<file path="config.mk">
export PLATFORM = sky130hd
export DESIGN_NAME = ps2_kbd_cmd_sched
export DESIGN_NICKNAME = d
export VERILOG_FILES = /design/src/rtl/ps2_kbd_pkg.sv /design/src/rtl/ps2_ms_timer.sv /design/src/rtl/ps2_kbd_cmd_sched.sv
export SDC_FILE = /design/constraint.sdc
export NUM_CORES = 1
export LEC_CHECK = 0
export CORE_MARGIN = 2
export CORE_UTILIZATION = 30
export CTS_CLUSTER_DIAMETER = 150
export DETAILED_ROUTE_END_ITERATION = 12
export HOLD_SLACK_MARGIN = 0.03
export PLACE_DENSITY = 0.54
export SYNTH_ARGS = -nofsm -noshare
export SYNTH_HDL_FRONTEND = slang
export SYNTH_SLANG_ARGS = --single-unit
</file>
<file path="constraint.sdc">
create_clock -name clk6x -period 4.65 [get_ports clk6x]
set_clock_uncertainty 0.2 [all_clocks]
set_input_delay 0.93 -clock clk6x [delete_from_list [all_inputs] [get_ports clk6x]]
set_output_delay 0.93 -clock clk6x [all_outputs]
set_load 0.01 [all_outputs]
</file>
<file path="src/rtl/ps2_kbd_pkg.sv">
// Shared codes for the PS/2 keyboard command scheduler: status bytes, keyboard
// command bytes, FSM states and transaction sources.
package ps2_kbd_pkg;

    localparam logic [7:0] STAT_IDLE = 8'h00;
    localparam logic [7:0] STAT_PEND = 8'h01;
    localparam logic [7:0] STAT_ACK  = 8'hFA;
    localparam logic [7:0] STAT_ERR  = 8'hFE;
    localparam logic [7:0] STAT_TMO  = 8'hFD;

    localparam logic [7:0] CMD_TYPEMATIC = 8'hF3;
    localparam logic [7:0] CMD_SET_LED   = 8'hED;
    localparam logic [7:0] CMD_ENABLE    = 8'hF4;
    localparam logic [7:0] KBD_BAT_OK    = 8'hAA;

    localparam logic [9:0] US_PER_MS_M1 = 10'd999;

    typedef enum logic [2:0] {
        ST_IDLE,
        ST_ISSUE0,
        ST_ISSUE1,
        ST_WAIT,
        ST_RETRY
    } state_e;

    typedef enum logic [1:0] {
        SRC_NONE,
        SRC_INIT,
        SRC_CPU,
        SRC_LED
    } src_e;

endpackage

</file>
<file path="src/rtl/ps2_ms_timer.sv">
// Millisecond timeout timer: divides the 1 us strobe down to ms and flags when
// the ms count reaches the configured limit.
module ps2_ms_timer
    import ps2_kbd_pkg::*;
#(
    parameter int TIMEOUT_MS = 20
) (
    input  logic clk6x,
    input  logic resetn,
    input  logic ck1us,
    input  logic clr,
    output logic done_o
);

    logic [9:0] us_q, us_d;
    logic [7:0] ms_q, ms_d;
    logic       ms_tick;

    always_comb begin
        ms_tick = ck1us && (us_q == US_PER_MS_M1);
        us_d    = us_q;
        ms_d    = ms_q;
        if (clr) begin
            us_d = '0;
            ms_d = '0;
        end else if (ck1us) begin
            us_d = ms_tick ? 10'd0 : us_q + 10'd1;
            // Saturate so a stuck count can never wrap back below the limit.
            if (ms_tick && ms_q != 8'hFF) begin
                ms_d = ms_q + 8'd1;
            end
        end
    end

    always_ff @(posedge clk6x) begin
        if (!resetn) begin
            us_q <= '0;
            ms_q <= '0;
        end else begin
            us_q <= us_d;
            ms_q <= ms_d;
        end
    end

    assign done_o = (ms_q == 8'(TIMEOUT_MS));

endmodule

</file>
<file path="src/rtl/ps2_kbd_cmd_sched.sv">
// Schedules keyboard init, CPU commands and LED updates onto the PS/2 host,
// one transaction at a time, with ms timeout and bounded retry.
module ps2_kbd_cmd_sched
    import ps2_kbd_pkg::*;
#(
    parameter int         TIMEOUT_MS    = 20,
    parameter int         MAX_RETRY     = 2,
    parameter logic [7:0] DEF_TYPEMATIC = 8'h20
) (
    input  logic       clk6x,
    input  logic       resetn,
    input  logic       ck1us,
    input  logic [7:0] kbd_stat_i,
    input  logic       kbd_bat_ok_i,
    output logic [7:0] kbd_wcmddata_o,
    output logic       kbd_enq_cmd1_o,
    output logic       kbd_enq_cmd2_o,
    output logic       host_clr_o,
    input  logic       cpu_req_i,
    input  logic       cpu_len2_i,
    input  logic [7:0] cpu_cmd_i,
    input  logic [7:0] cpu_data_i,
    output logic       cpu_busy_o,
    output logic [7:0] cpu_stat_o,
    input  logic [2:0] led_i,
    output logic       init_done_o,
    output logic       init_err_o
);

    state_e     state_q, state_d;
    src_e       src_q, src_d;
    logic [1:0] step_q, step_d;
    logic [1:0] retry_q, retry_d;
    logic       init_run_q, init_run_d;
    logic       init_done_q, init_done_d;
    logic       init_err_q, init_err_d;
    logic [2:0] led_sent_q, led_sent_d;
    logic       tx_len2_q, tx_len2_d;
    logic [7:0] tx_cmd_q, tx_cmd_d;
    logic [7:0] tx_data_q, tx_data_d;
    logic       last_err_q, last_err_d;
    logic       host_clr_q, host_clr_d;
    logic       cpu_busy_q, cpu_busy_d;
    logic       cpu_len2_q, cpu_len2_d;
    logic [7:0] cpu_cmd_q, cpu_cmd_d;
    logic [7:0] cpu_data_q, cpu_data_d;
    logic [7:0] cpu_stat_q, cpu_stat_d;

    logic tmr_clr, tmr_done, txn_end, txn_pass;

    // Timer restarts on the last enqueue so WAIT always begins at zero.
    assign tmr_clr = (state_q == ST_ISSUE0 && !tx_len2_q) || (state_q == ST_ISSUE1);

    ps2_ms_timer #(.TIMEOUT_MS(TIMEOUT_MS)) u_timer (
        .clk6x  (clk6x),
        .resetn (resetn),
        .ck1us  (ck1us),
        .clr    (tmr_clr),
        .done_o (tmr_done)
    );

    always_comb begin
        state_d     = state_q;
        src_d       = src_q;
        step_d      = step_q;
        retry_d     = retry_q;
        init_run_d  = init_run_q;
        init_done_d = init_done_q;
        init_err_d  = init_err_q;
        led_sent_d  = led_sent_q;
        tx_len2_d   = tx_len2_q;
        tx_cmd_d    = tx_cmd_q;
        tx_data_d   = tx_data_q;
        last_err_d  = last_err_q;
        host_clr_d  = 1'b0;
        cpu_busy_d  = cpu_busy_q;
        cpu_len2_d  = cpu_len2_q;
        cpu_cmd_d   = cpu_cmd_q;
        cpu_data_d  = cpu_data_q;
        cpu_stat_d  = cpu_stat_q;
        txn_end     = 1'b0;
        txn_pass    = 1'b0;

        if (cpu_req_i && !cpu_busy_q) begin
            cpu_busy_d = 1'b1;
            cpu_stat_d = STAT_PEND;
            cpu_len2_d = cpu_len2_i;
            cpu_cmd_d  = cpu_cmd_i;
            cpu_data_d = cpu_data_i;
        end

        case (state_q)
            ST_IDLE: begin
                if (init_run_q) begin
                    src_d   = SRC_INIT;
                    state_d = ST_ISSUE0;
                    case (step_q)
                        2'd0:    begin tx_len2_d = 1'b1; tx_cmd_d = CMD_TYPEMATIC; tx_data_d = DEF_TYPEMATIC; end
                        2'd1:    begin tx_len2_d = 1'b1; tx_cmd_d = CMD_SET_LED; tx_data_d = {5'b0, led_i}; end
                        default: begin tx_len2_d = 1'b0; tx_cmd_d = CMD_ENABLE; tx_data_d = 8'h00; end
                    endcase
                end else if (cpu_busy_q) begin
                    src_d     = SRC_CPU;
                    state_d   = ST_ISSUE0;
                    tx_len2_d = cpu_len2_q;
                    tx_cmd_d  = cpu_cmd_q;
                    tx_data_d = cpu_data_q;
                end else if (init_done_q && led_i != led_sent_q) begin
                    src_d     = SRC_LED;
                    state_d   = ST_ISSUE0;
                    tx_len2_d = 1'b1;
                    tx_cmd_d  = CMD_SET_LED;
                    tx_data_d = {5'b0, led_i};
                end
            end
            ST_ISSUE0: state_d = tx_len2_q ? ST_ISSUE1 : ST_WAIT;
            ST_ISSUE1: state_d = ST_WAIT;
            ST_WAIT: begin
                if (kbd_stat_i == STAT_ACK) begin
                    txn_end  = 1'b1;
                    txn_pass = 1'b1;
                end else if (kbd_stat_i == STAT_ERR) begin
                    last_err_d = 1'b1;
                    state_d    = ST_RETRY;
                end else if (tmr_done) begin
                    // Only a timeout needs the host flushed; on ERR it flushes itself.
                    last_err_d = 1'b0;
                    host_clr_d = 1'b1;
                    state_d    = ST_RETRY;
                end
            end
            ST_RETRY: begin
                if (retry_q < 2'(MAX_RETRY)) begin
                    retry_d = retry_q + 2'd1;
                    state_d = ST_ISSUE0;
                end else begin
                    txn_end = 1'b1;
                end
            end
            default: state_d = ST_IDLE;
        endcase

        if (txn_end) begin
            state_d = ST_IDLE;
            retry_d = 2'd0;
            case (src_q)
                SRC_INIT: begin
                    if (!txn_pass) init_err_d = 1'b1;
                    if (txn_pass && step_q == 2'd1) led_sent_d = tx_data_q[2:0];
                    if (step_q == 2'd2) begin
                        step_d      = 2'd0;
                        init_run_d  = 1'b0;
                        init_done_d = 1'b1;
                    end else begin
                        step_d = step_q + 2'd1;
                    end
                end
                SRC_CPU: begin
                    cpu_busy_d = 1'b0;
                    cpu_stat_d = txn_pass ? STAT_ACK : (last_err_q ? STAT_ERR : STAT_TMO);
                end
                SRC_LED: led_sent_d = tx_data_q[2:0];
                default: ;
            endcase
        end

        // Keyboard re-powered: drop everything in flight and restart init.
        if (kbd_bat_ok_i) begin
            host_clr_d  = 1'b1;
            state_d     = ST_IDLE;
            init_run_d  = 1'b1;
            init_done_d = 1'b0;
            init_err_d  = 1'b0;
            step_d      = 2'd0;
            retry_d     = 2'd0;
            led_sent_d  = led_sent_q;
            if (state_q != ST_IDLE && src_q == SRC_CPU) begin
                cpu_busy_d = 1'b0;
                cpu_stat_d = STAT_ERR;
            end
        end
    end

    always_ff @(posedge clk6x) begin
        if (!resetn) begin
            state_q     <= ST_IDLE;
            src_q       <= SRC_NONE;
            step_q      <= '0;
            retry_q     <= '0;
            init_run_q  <= 1'b0;
            init_done_q <= 1'b0;
            init_err_q  <= 1'b0;
            led_sent_q  <= '0;
            tx_len2_q   <= 1'b0;
            tx_cmd_q    <= '0;
            tx_data_q   <= '0;
            last_err_q  <= 1'b0;
            host_clr_q  <= 1'b0;
            cpu_busy_q  <= 1'b0;
            cpu_len2_q  <= 1'b0;
            cpu_cmd_q   <= '0;
            cpu_data_q  <= '0;
            cpu_stat_q  <= STAT_IDLE;
        end else begin
            state_q     <= state_d;
            src_q       <= src_d;
            step_q      <= step_d;
            retry_q     <= retry_d;
            init_run_q  <= init_run_d;
            init_done_q <= init_done_d;
            init_err_q  <= init_err_d;
            led_sent_q  <= led_sent_d;
            tx_len2_q   <= tx_len2_d;
            tx_cmd_q    <= tx_cmd_d;
            tx_data_q   <= tx_data_d;
            last_err_q  <= last_err_d;
            host_clr_q  <= host_clr_d;
            cpu_busy_q  <= cpu_busy_d;
            cpu_len2_q  <= cpu_len2_d;
            cpu_cmd_q   <= cpu_cmd_d;
            cpu_data_q  <= cpu_data_d;
            cpu_stat_q  <= cpu_stat_d;
        end
    end

    assign kbd_enq_cmd2_o = (state_q == ST_ISSUE0) && tx_len2_q;
    assign kbd_enq_cmd1_o = ((state_q == ST_ISSUE0) && !tx_len2_q) || (state_q == ST_ISSUE1);
    assign kbd_wcmddata_o = (state_q == ST_ISSUE1) ? tx_data_q :
                            (state_q == ST_ISSUE0) ? tx_cmd_q  : 8'h00;
    assign host_clr_o     = host_clr_q;
    assign cpu_busy_o     = cpu_busy_q;
    assign cpu_stat_o     = cpu_stat_q;
    assign init_done_o    = init_done_q;
    assign init_err_o     = init_err_q;

endmodule

</file>
==> results.txt, run 1 <==
----------------------------------------------------
[Clocking]
  Worst skew pair latency ... 0.34 ns
  Clock-pin slew on the worst setup and hold paths ... 0.06 ns
  Count of buffers added by post-CTS timing repair for setup ... 0
  Number of resized instances in the post-cts repair step ... 0
  Number of buffers added by the clock tree synthesis step ... 9
  Hold buffer count at cts ... 0
  Max H-tree Level ... 3
  # clock sinks ... 78
  Clock Tree Buf Depth ... 2
  Cell at the root of the clock tree ... sky130_fd_sc_hd__clkbuf_16
  TritonCTS clock tree ... built

[Setup path]
  Cells along the critical path ... nor2b_1 > o21bai_1 > inv_1 > clkdlybuf4s50_1
  Worst path slowest cell ... sky130_fd_sc_hd__nor2b_1
  Highest cell delay on the worst timing path ... 0.70 ns
  Startpoint-to-endpoint class of the critical path ... reg -> out
  Element type at the critical path start ... flip-flop
  R2r setup slk ... 2.16 ns
  Endpoint type of the worst setup path ... output pin
  Required @ worst endpoint ... 3.52 ns
  WP data arrival ... 2.47 ns
  Crit-path max FO ... 10
  CP top delay family ... simple AND/OR/NAND/NOR gates
  Number of buffers and inverters on the critical path ... 2

[STA]
  Total Neg Setup Slack ... 0 ns
  Worst-case headroom to the max-slew limit ... 23.44%
  Measured slew at the worst slew-check pin ... 1.146 ns
  Highest Clock Rate ... 277.5 MHz
  Final period demand of the worst path ... 3.604 ns
  Share of the clock period used by the worst path ... 77.50%
  Final worst slack ... 1.046 ns
  Hold violation total from the final report ... 0
  Max Slew Vio Count ... 0
  RSZ-0062 raised after global routing ... no
  Final Setup Violations ... 0

[Synthesis]
  Top cells by area in the synthesized netlist ... sky130_fd_sc_hd__dfxtp_1 44%, sky130_fd_sc_hd__nand2_1 8.4%, sky130_fd_sc_hd__a21oi_1 6.2%
  Synth Net Count ... 464
  Sequential share of the synthesized area ... 44.15%
  Mean instance size in the synthesized netlist ... 8.264 sq um
  Cell type with the highest aggregate area in the netlist ... sky130_fd_sc_hd__dfxtp_1
  Post-synthesis instance area ... 3537 sq um
  Distinct cell type count after synthesis ... 52
  Area fraction of the dominant cell type after synthesis ... 44.15%
  Synthesized netlist cell count ... 428
  Number of enable flip-flop cells after synthesis ... 0
  Number of synthesized register bits ... 78
  Commonest register cell after synthesis ... sky130_fd_sc_hd__dfxtp_1
  Number of warnings reported in the yosys synthesis log ... 0
  Fraction of registers with async set or reset after synthesis ... 0%

[Floorplanning]
  Area of the die ... 12680 sq um
  Die extent in y ... 112.6 um
  Number of top-level pins ... 55
  Core Footprint ... 11470 sq um
  Die outline width ... 112.6 um
  Total number of placement rows ... 39
  Starting Density ... 30.85%

[Detailed routing]
  Routed via count ... 3179
  DRC Markers ... 0
  Overall routed net length ... 9036 um
  Initial DRC Count ... 108
  Residual antenna-violating net count after detailed routing ... 0
  Routed len/inst ... 14.65 um
  1st-pass router iterations ... 4
  Vias per inst ... 5.152

[Place]
  Placed cell count ... 601
  Number of port buffers ... 54
  Placement Setup Slack ... 1.359 ns
  Routability-driven placement congestion ratio ... 0.7945
  DPL Wire Length ... 6274 um

[Power]
  Leakage power figure ... 0.001547 uW
  Power density relative to cell area ... 365.9 nW/um^2
  Max rail drop VDD ... 0.0001995 V

[Flow run]
  Number of maximum-capacitance violations ... 0

[Global routing]
  Wire length of the first global-routing pass ... 15260 um
  Initial antenna violation count ... 0
  GRT Overall Usage ... 14.87%
  Via count of the first global-routing pass ... 3161
  Overflow after GRT ... 0
  Pin count of the biggest net entering global routing ... 37

[Final layout]
  Area growth syn-to-layout ... 26.78%
  NumNets Final ... 505
  Fraction of layout instances using a drive strength above 1 ... 6.329%
  Number of non-filler instances in the completed layout ... 617
  Antenna fix cells ... 0

[Status]
  Result of the run ... finished clean

[Hold path]
  Worst Hold Class ... reg -> reg

----------------------------------------------------
layer usage:
| metal | GRT usage [%] | vias to the layer above | wire length [um] |
|---|---|---|---|
| li1 | - | 1609 | - |
| met1 | 19.91 | 1496 | 4419 |
| met2 | 23.83 | 62 | 4147 |
| met3 | 2.808 | 12 | 320 |
| met4 | 5.610 | 0 | 148 |
| met5 | 0 | - | 0 |
worst register-to-register path, cell delays in order, from the launching register on:
cell                       delay (ns)
sky130_fd_sc_hd__dfxtp_1         0.77
sky130_fd_sc_hd__and4bb_2        0.32
sky130_fd_sc_hd__a31oi_1         0.55
sky130_fd_sc_hd__o31a_1          0.38
sky130_fd_sc_hd__a21oi_1         0.11
layout make-up:
class / count / area, sq um
fillers: 1161 / 6983
multi-input cells: 315 / 1838
flip-flops and latches: 78 / 1562
repair buffers: 55 / 548.0
clock buffers: 9 / 225.2
well taps: 143 / 178.9
clock inverters: 7 / 95.09
inverters: 10 / 37.54
placed cells by master (no fill, tap or decap), types with 5 or more instances in the layout:
cell type	netlist	layout
sky130_fd_sc_hd__nor3_1	7	7
sky130_fd_sc_hd__mux2i_1	10	10
sky130_fd_sc_hd__inv_1	10	10
sky130_fd_sc_hd__xnor2_1	7	7
sky130_fd_sc_hd__a22oi_1	10	10
sky130_fd_sc_hd__clkdlybuf4s50_1	0	54
sky130_fd_sc_hd__o21ai_0	11	11
sky130_fd_sc_hd__clkbuf_16	0	9
sky130_fd_sc_hd__nand3_1	15	15
sky130_fd_sc_hd__o21a_1	5	5
sky130_fd_sc_hd__nor2_1	28	28
sky130_fd_sc_hd__nor2b_1	6	6
sky130_fd_sc_hd__nand4_1	6	6
sky130_fd_sc_hd__nand2b_1	6	6
sky130_fd_sc_hd__dfxtp_1	78	78
sky130_fd_sc_hd__a31oi_1	5	5
sky130_fd_sc_hd__o22ai_1	8	8
sky130_fd_sc_hd__nand2_1	79	79
sky130_fd_sc_hd__a21oi_1	44	44
flip-flops by register name (all words and copies together), names as in the netlist, 2 cells and up:
signal	cells
u_timer.us_q	10
cpu_cmd_q	8
cpu_data_q	8
cpu_stat_o	8
tx_cmd_q	8
tx_data_q	8
u_timer.ms_q	8
led_sent_q	3
state_q	3
retry_q	2
src_q	2
step_q	2
per-stage QoR:
step           hold WS (ns)  cell area [sq um]  util [%]  power (uW)
2_1_floorplan        0.2332               3537         -       826.7
3_3_place_gp         0.2428               4164     36.31       895.8
3_5_place_dp         0.2481               4164     36.31       898.5
4_1_cts              0.2566               4484     39.11        1656
5_1_grt              0.2755               4484     39.11        1710
6_report             0.2546               4484     39.11        1641
Yosys cell counts, drive strengths merged, types with 7 or more instances:
cell	count
dfxtp	78
inv	10
clkbuf	19
nor2	29
nand4	7
o21ai	11
o22ai	8
nand3	15
nand2	79
mux2i	10
a21oi	44
a22oi	10
xnor2	7
nor3	8
worst paths after layout:
| check | start | end | depth (start not counted) |
|---|---|---|---|
| max | state_q[1] | kbd_enq_cmd1_o | 4 |
| min | cpu_data_q[6] | cpu_data_q[6] | 2 |
| max reg2reg | state_q[2] | cpu_stat_o[4] | 4 |
| min reg2reg | cpu_data_q[6] | cpu_data_q[6] | 2 |
cell families after synthesis:
family                     synth area share, %
and+or+nand+nor                          25.96
AOI/OAI and AO/OA                        19.38
xor gates and xnor gates                 2.724
muxes                                    2.830
DFF                                      44.15
buffers and inverters                    3.891
adders and majority gates                1.061
power by group:
group          total (uW)  internal, uW  switching [uW]  leakage, uW
Sequential            722           698            24.3     0.000636
Clock                 758           472             286     0.000156
Combinational         160          73.7            86.8     0.000755
Total                1640          1240             398      0.00155
Note: power is estimated with default switching activity, not from simulation.
==> run 2: changes to the inputs <==
==> constraint.sdc (replaced) <==
create_clock -name clk6x -period 3.7 [get_ports clk6x]
set_clock_uncertainty 0.2 [all_clocks]
set_input_delay 0.74 -clock clk6x [delete_from_list [all_inputs] [get_ports clk6x]]
set_output_delay 0.74 -clock clk6x [all_outputs]
set_load 0.01 [all_outputs]
==> run 2 against run 1 <==
Total power up 20%. Cell count up 0.97%. Global-route usage down 0.53 points. Combinational power up 30%. Critical path depth up 1. Sequential share of layout area down 0.14 points. Largest cell class unchanged. Highest routed layer unchanged.
==> results.txt, run 2 (same netlist as run 1, synthesis figures left out) <==
----------------------------------------------------
[Global routing]
  Wire length of the first global-routing pass ... 14710 um (was 15260 um)
  Overflow after GRT ... 0 (unchanged)
  GRT Overall Usage ... 14.34% (was 14.87%)
  Initial antenna violation count ... 0 (unchanged)
  Via count of the first global-routing pass ... 3002 (was 3161)
  Pin count of the biggest net entering global routing ... 37 (unchanged)

[Clocking]
  Cell at the root of the clock tree ... sky130_fd_sc_hd__clkbuf_16 (unchanged)
  Clock Tree Buf Depth ... 2 (unchanged)
  Hold buffer count at cts ... 0 (unchanged)
  Count of buffers added by post-CTS timing repair for setup ... 0 (unchanged)
  Number of buffers added by the clock tree synthesis step ... 9 (unchanged)
  Clock-pin slew on the worst setup and hold paths ... 0.06 ns (about the same)
  TritonCTS clock tree ... built (unchanged)
  Worst skew pair latency ... 0.33 ns (was 0.34 ns)
  Max H-tree Level ... 3 (unchanged)
  # clock sinks ... 78 (unchanged)
  Number of resized instances in the post-cts repair step ... 0 (unchanged)

[Detailed routing]
  Residual antenna-violating net count after detailed routing ... 0 (unchanged)
  Routed len/inst ... 14.22 um (was 14.65 um)
  Vias per inst ... 5.127 (was 5.152)
  Overall routed net length ... 8861 um (was 9036 um)
  Initial DRC Count ... 117 (was 108)
  Routed via count ... 3194 (was 3179)
  DRC Markers ... 0 (unchanged)
  1st-pass router iterations ... 5 (was 4)

[STA]
  Total Neg Setup Slack ... 0 ns (unchanged)
  Final worst slack ... 0.7092 ns (was 1.046 ns)
  Share of the clock period used by the worst path ... 80.83%
  Final Setup Violations ... 0 (unchanged)
  Highest Clock Rate ... 334.4 MHz
  Max Slew Vio Count ... 0 (unchanged)
  Worst-case headroom to the max-slew limit ... 30.63% (was 23.44%)
  Hold violation total from the final report ... 0 (unchanged)
  Final period demand of the worst path ... 2.991 ns
  RSZ-0062 raised after global routing ... no (unchanged)
  Measured slew at the worst slew-check pin ... 1.041 ns (was 1.146 ns)

[Setup path]
  Critical R2R Launch ... state_q[2] (unchanged)
  Required @ worst endpoint ... 2.76 ns (was 3.52 ns)
  Crit-path max FO ... 10 (unchanged)
  Start point of the critical path ... state_q[1] (unchanged)
  WP data arrival ... 2.05 ns (was 2.47 ns)
  Startpoint-to-endpoint class of the critical path ... reg -> out (unchanged)
  Endpoint type of the worst setup path ... output pin (unchanged)
  Element type at the critical path start ... flip-flop (unchanged)

[Final layout]
  NumNets Final ... 511 (was 505)
  Leading cell types in the layout, fill and taps excluded ... 79 x sky130_fd_sc_hd__nand2_1, 78 x sky130_fd_sc_hd__dfxtp_1, 54 x sky130_fd_sc_hd__clkdlybuf4s50_1 (unchanged)
  Area growth syn-to-layout ... 27.27% (was 26.78%)
  Flip-flop count of the largest register after layout ... 10 (unchanged)
  Antenna fix cells ... 0 (unchanged)
  Most common library cell in the layout ignoring fill and taps ... sky130_fd_sc_hd__nand2_1 (unchanged)
  Largest register by flop count ... u_timer.us_q (unchanged)
  Fraction of layout instances using a drive strength above 1 ... 7.500% (was 6.329%)
  Fillers ... 1168 (was 1161)

[Floorplanning]
  Starting Density ... 30.85% (unchanged)
  Die outline width ... 112.6 um (unchanged)
  Core Footprint ... 11470 sq um (unchanged)
  Number of top-level pins ... 55 (unchanged)
  Total number of placement rows ... 39 (unchanged)
  Die extent in y ... 112.6 um (unchanged)
  Area of the die ... 12680 sq um (unchanged)

[Power]
  Leakage power figure ... 0.001567 uW (was 0.001547 uW)
  Power density relative to cell area ... 438.6 nW/um^2 (was 365.9 nW/um^2)
  Proportion of power drawn by flip-flops and latches ... 46.0% (was 44.0%)
  Switching Power ... 501.4 uW (was 397.6 uW)
  Internal power ... 1473 uW (was 1243 uW)
  Clock share of power ... 43.5% (was 46.2%)
  Net switching fraction of the power ... 25.39% (was 24.23%)
  Max rail drop VDD ... 0.0002496 V (was 0.0001995 V)
  Logic gate share of total power ... 10.5% (was 9.8%)

[Place]
  Number of port buffers ... 54 (unchanged)
  Routability-driven placement congestion ratio ... 0.7697 (was 0.7945)
  DPL Wire Length ... 6216 um (was 6274 um)
  Placement Setup Slack ... 0.6627 ns (was 1.359 ns)

[Hold path]
  Worst Hold Class ... reg -> reg (unchanged)
  Hold path start ... cpu_cmd_q[7] (was cpu_data_q[6])

[Status]
  Result of the run ... finished clean (unchanged)

[Flow run]
  Number of maximum-capacitance violations ... 0 (unchanged)

----------------------------------------------------
[run 2: cell types whose count changed in the layout (fill, tap and decap cells not counted)]
| cell | before | now |
|---|---|---|
| sky130_fd_sc_hd__buf_4 | 1 | 7 |
| sky130_fd_sc_hd__clkbuf_8 | 0 | 2 |
| sky130_fd_sc_hd__inv_6 | 2 | 3 |
| sky130_fd_sc_hd__clkinvlp_4 | 1 | 0 |
| sky130_fd_sc_hd__clkinv_4 | 0 | 1 |
| sky130_fd_sc_hd__bufinv_16 | 2 | 0 |
| sky130_fd_sc_hd__clkinv_2 | 2 | 1 |
[run 2: critical path, cell delays in order (launching register included)]
cell and delay (ns):
sky130_fd_sc_hd__dfxtp_1 0.51, sky130_fd_sc_hd__nor2b_1 0.18, sky130_fd_sc_hd__buf_4 0.19, sky130_fd_sc_hd__a22oi_1 0.10
sky130_fd_sc_hd__nor2_1 0.16, sky130_fd_sc_hd__clkdlybuf4s50_1 0.58
[run 2: cell type report]
class,count,area (sq um),area share [%]
Inverter,10,37.54,0.8338
Timing Repair Buffer,61,593.1,13.17
Multi-Input combinational cell,315,1838,40.83
Clock inverter,5,40.04,0.8894
Clock buffer,11,252.7,5.614
Tap cell,143,178.9,3.974
Sequential cell,78,1562,34.69
[run 2: power groups by stage]
stage / clock, uW / sequential, uW / combinational, uW
5_1_grt: 918 / 912 / 229
4_1_cts: 880 / 907 / 209
3_3_place_gp: 0 / 925 / 207
2_1_floorplan: 0 / 912 / 126
3_5_place_dp: 0 / 926 / 208
6_report: 859 / 908 / 208
[run 2: per-stage QoR]
| step | total power [uW] | hold WS (ns) | cell area [sq um] | utilization, % | instances |
|---|---|---|---|---|---|
| floorplan | 1039 | 0.2332 | 3537 | - | 428 |
| global placement | 1132 | 0.2448 | 4209 | 36.70 | 607 |
| detailed placement | 1134 | 0.2461 | 4209 | 36.70 | 607 |
| CTS | 1997 | 0.2584 | 4502 | 39.26 | 623 |
| global route | 2060 | 0.2700 | 4502 | 39.26 | 623 |
| finish | 1975 | 0.2546 | 4502 | 39.26 | 623 |
[run 2: path summary, 6_finish.rpt]
check	cells after the start	slack, ns	end
max	5	0.71	kbd_wcmddata_o[4]
max reg2reg	4	1.24	state_q[2]
min reg2reg	2	0.25	cpu_cmd_q[7]
min	2	0.25	cpu_cmd_q[7]
[run 2: per-layer routing]
| metal | GRT usage [%] | up-vias | share of wire [%] |
|---|---|---|---|
| li1 | - | 1626 | - |
| met1 | 19.76 | 1490 | 50 |
| met2 | 22.04 | 67 | 45 |
| met3 | 2.916 | 11 | 3.6 |
| met4 | 5.691 | 0 | 1.7 |
| met5 | 0 | - | 0 |
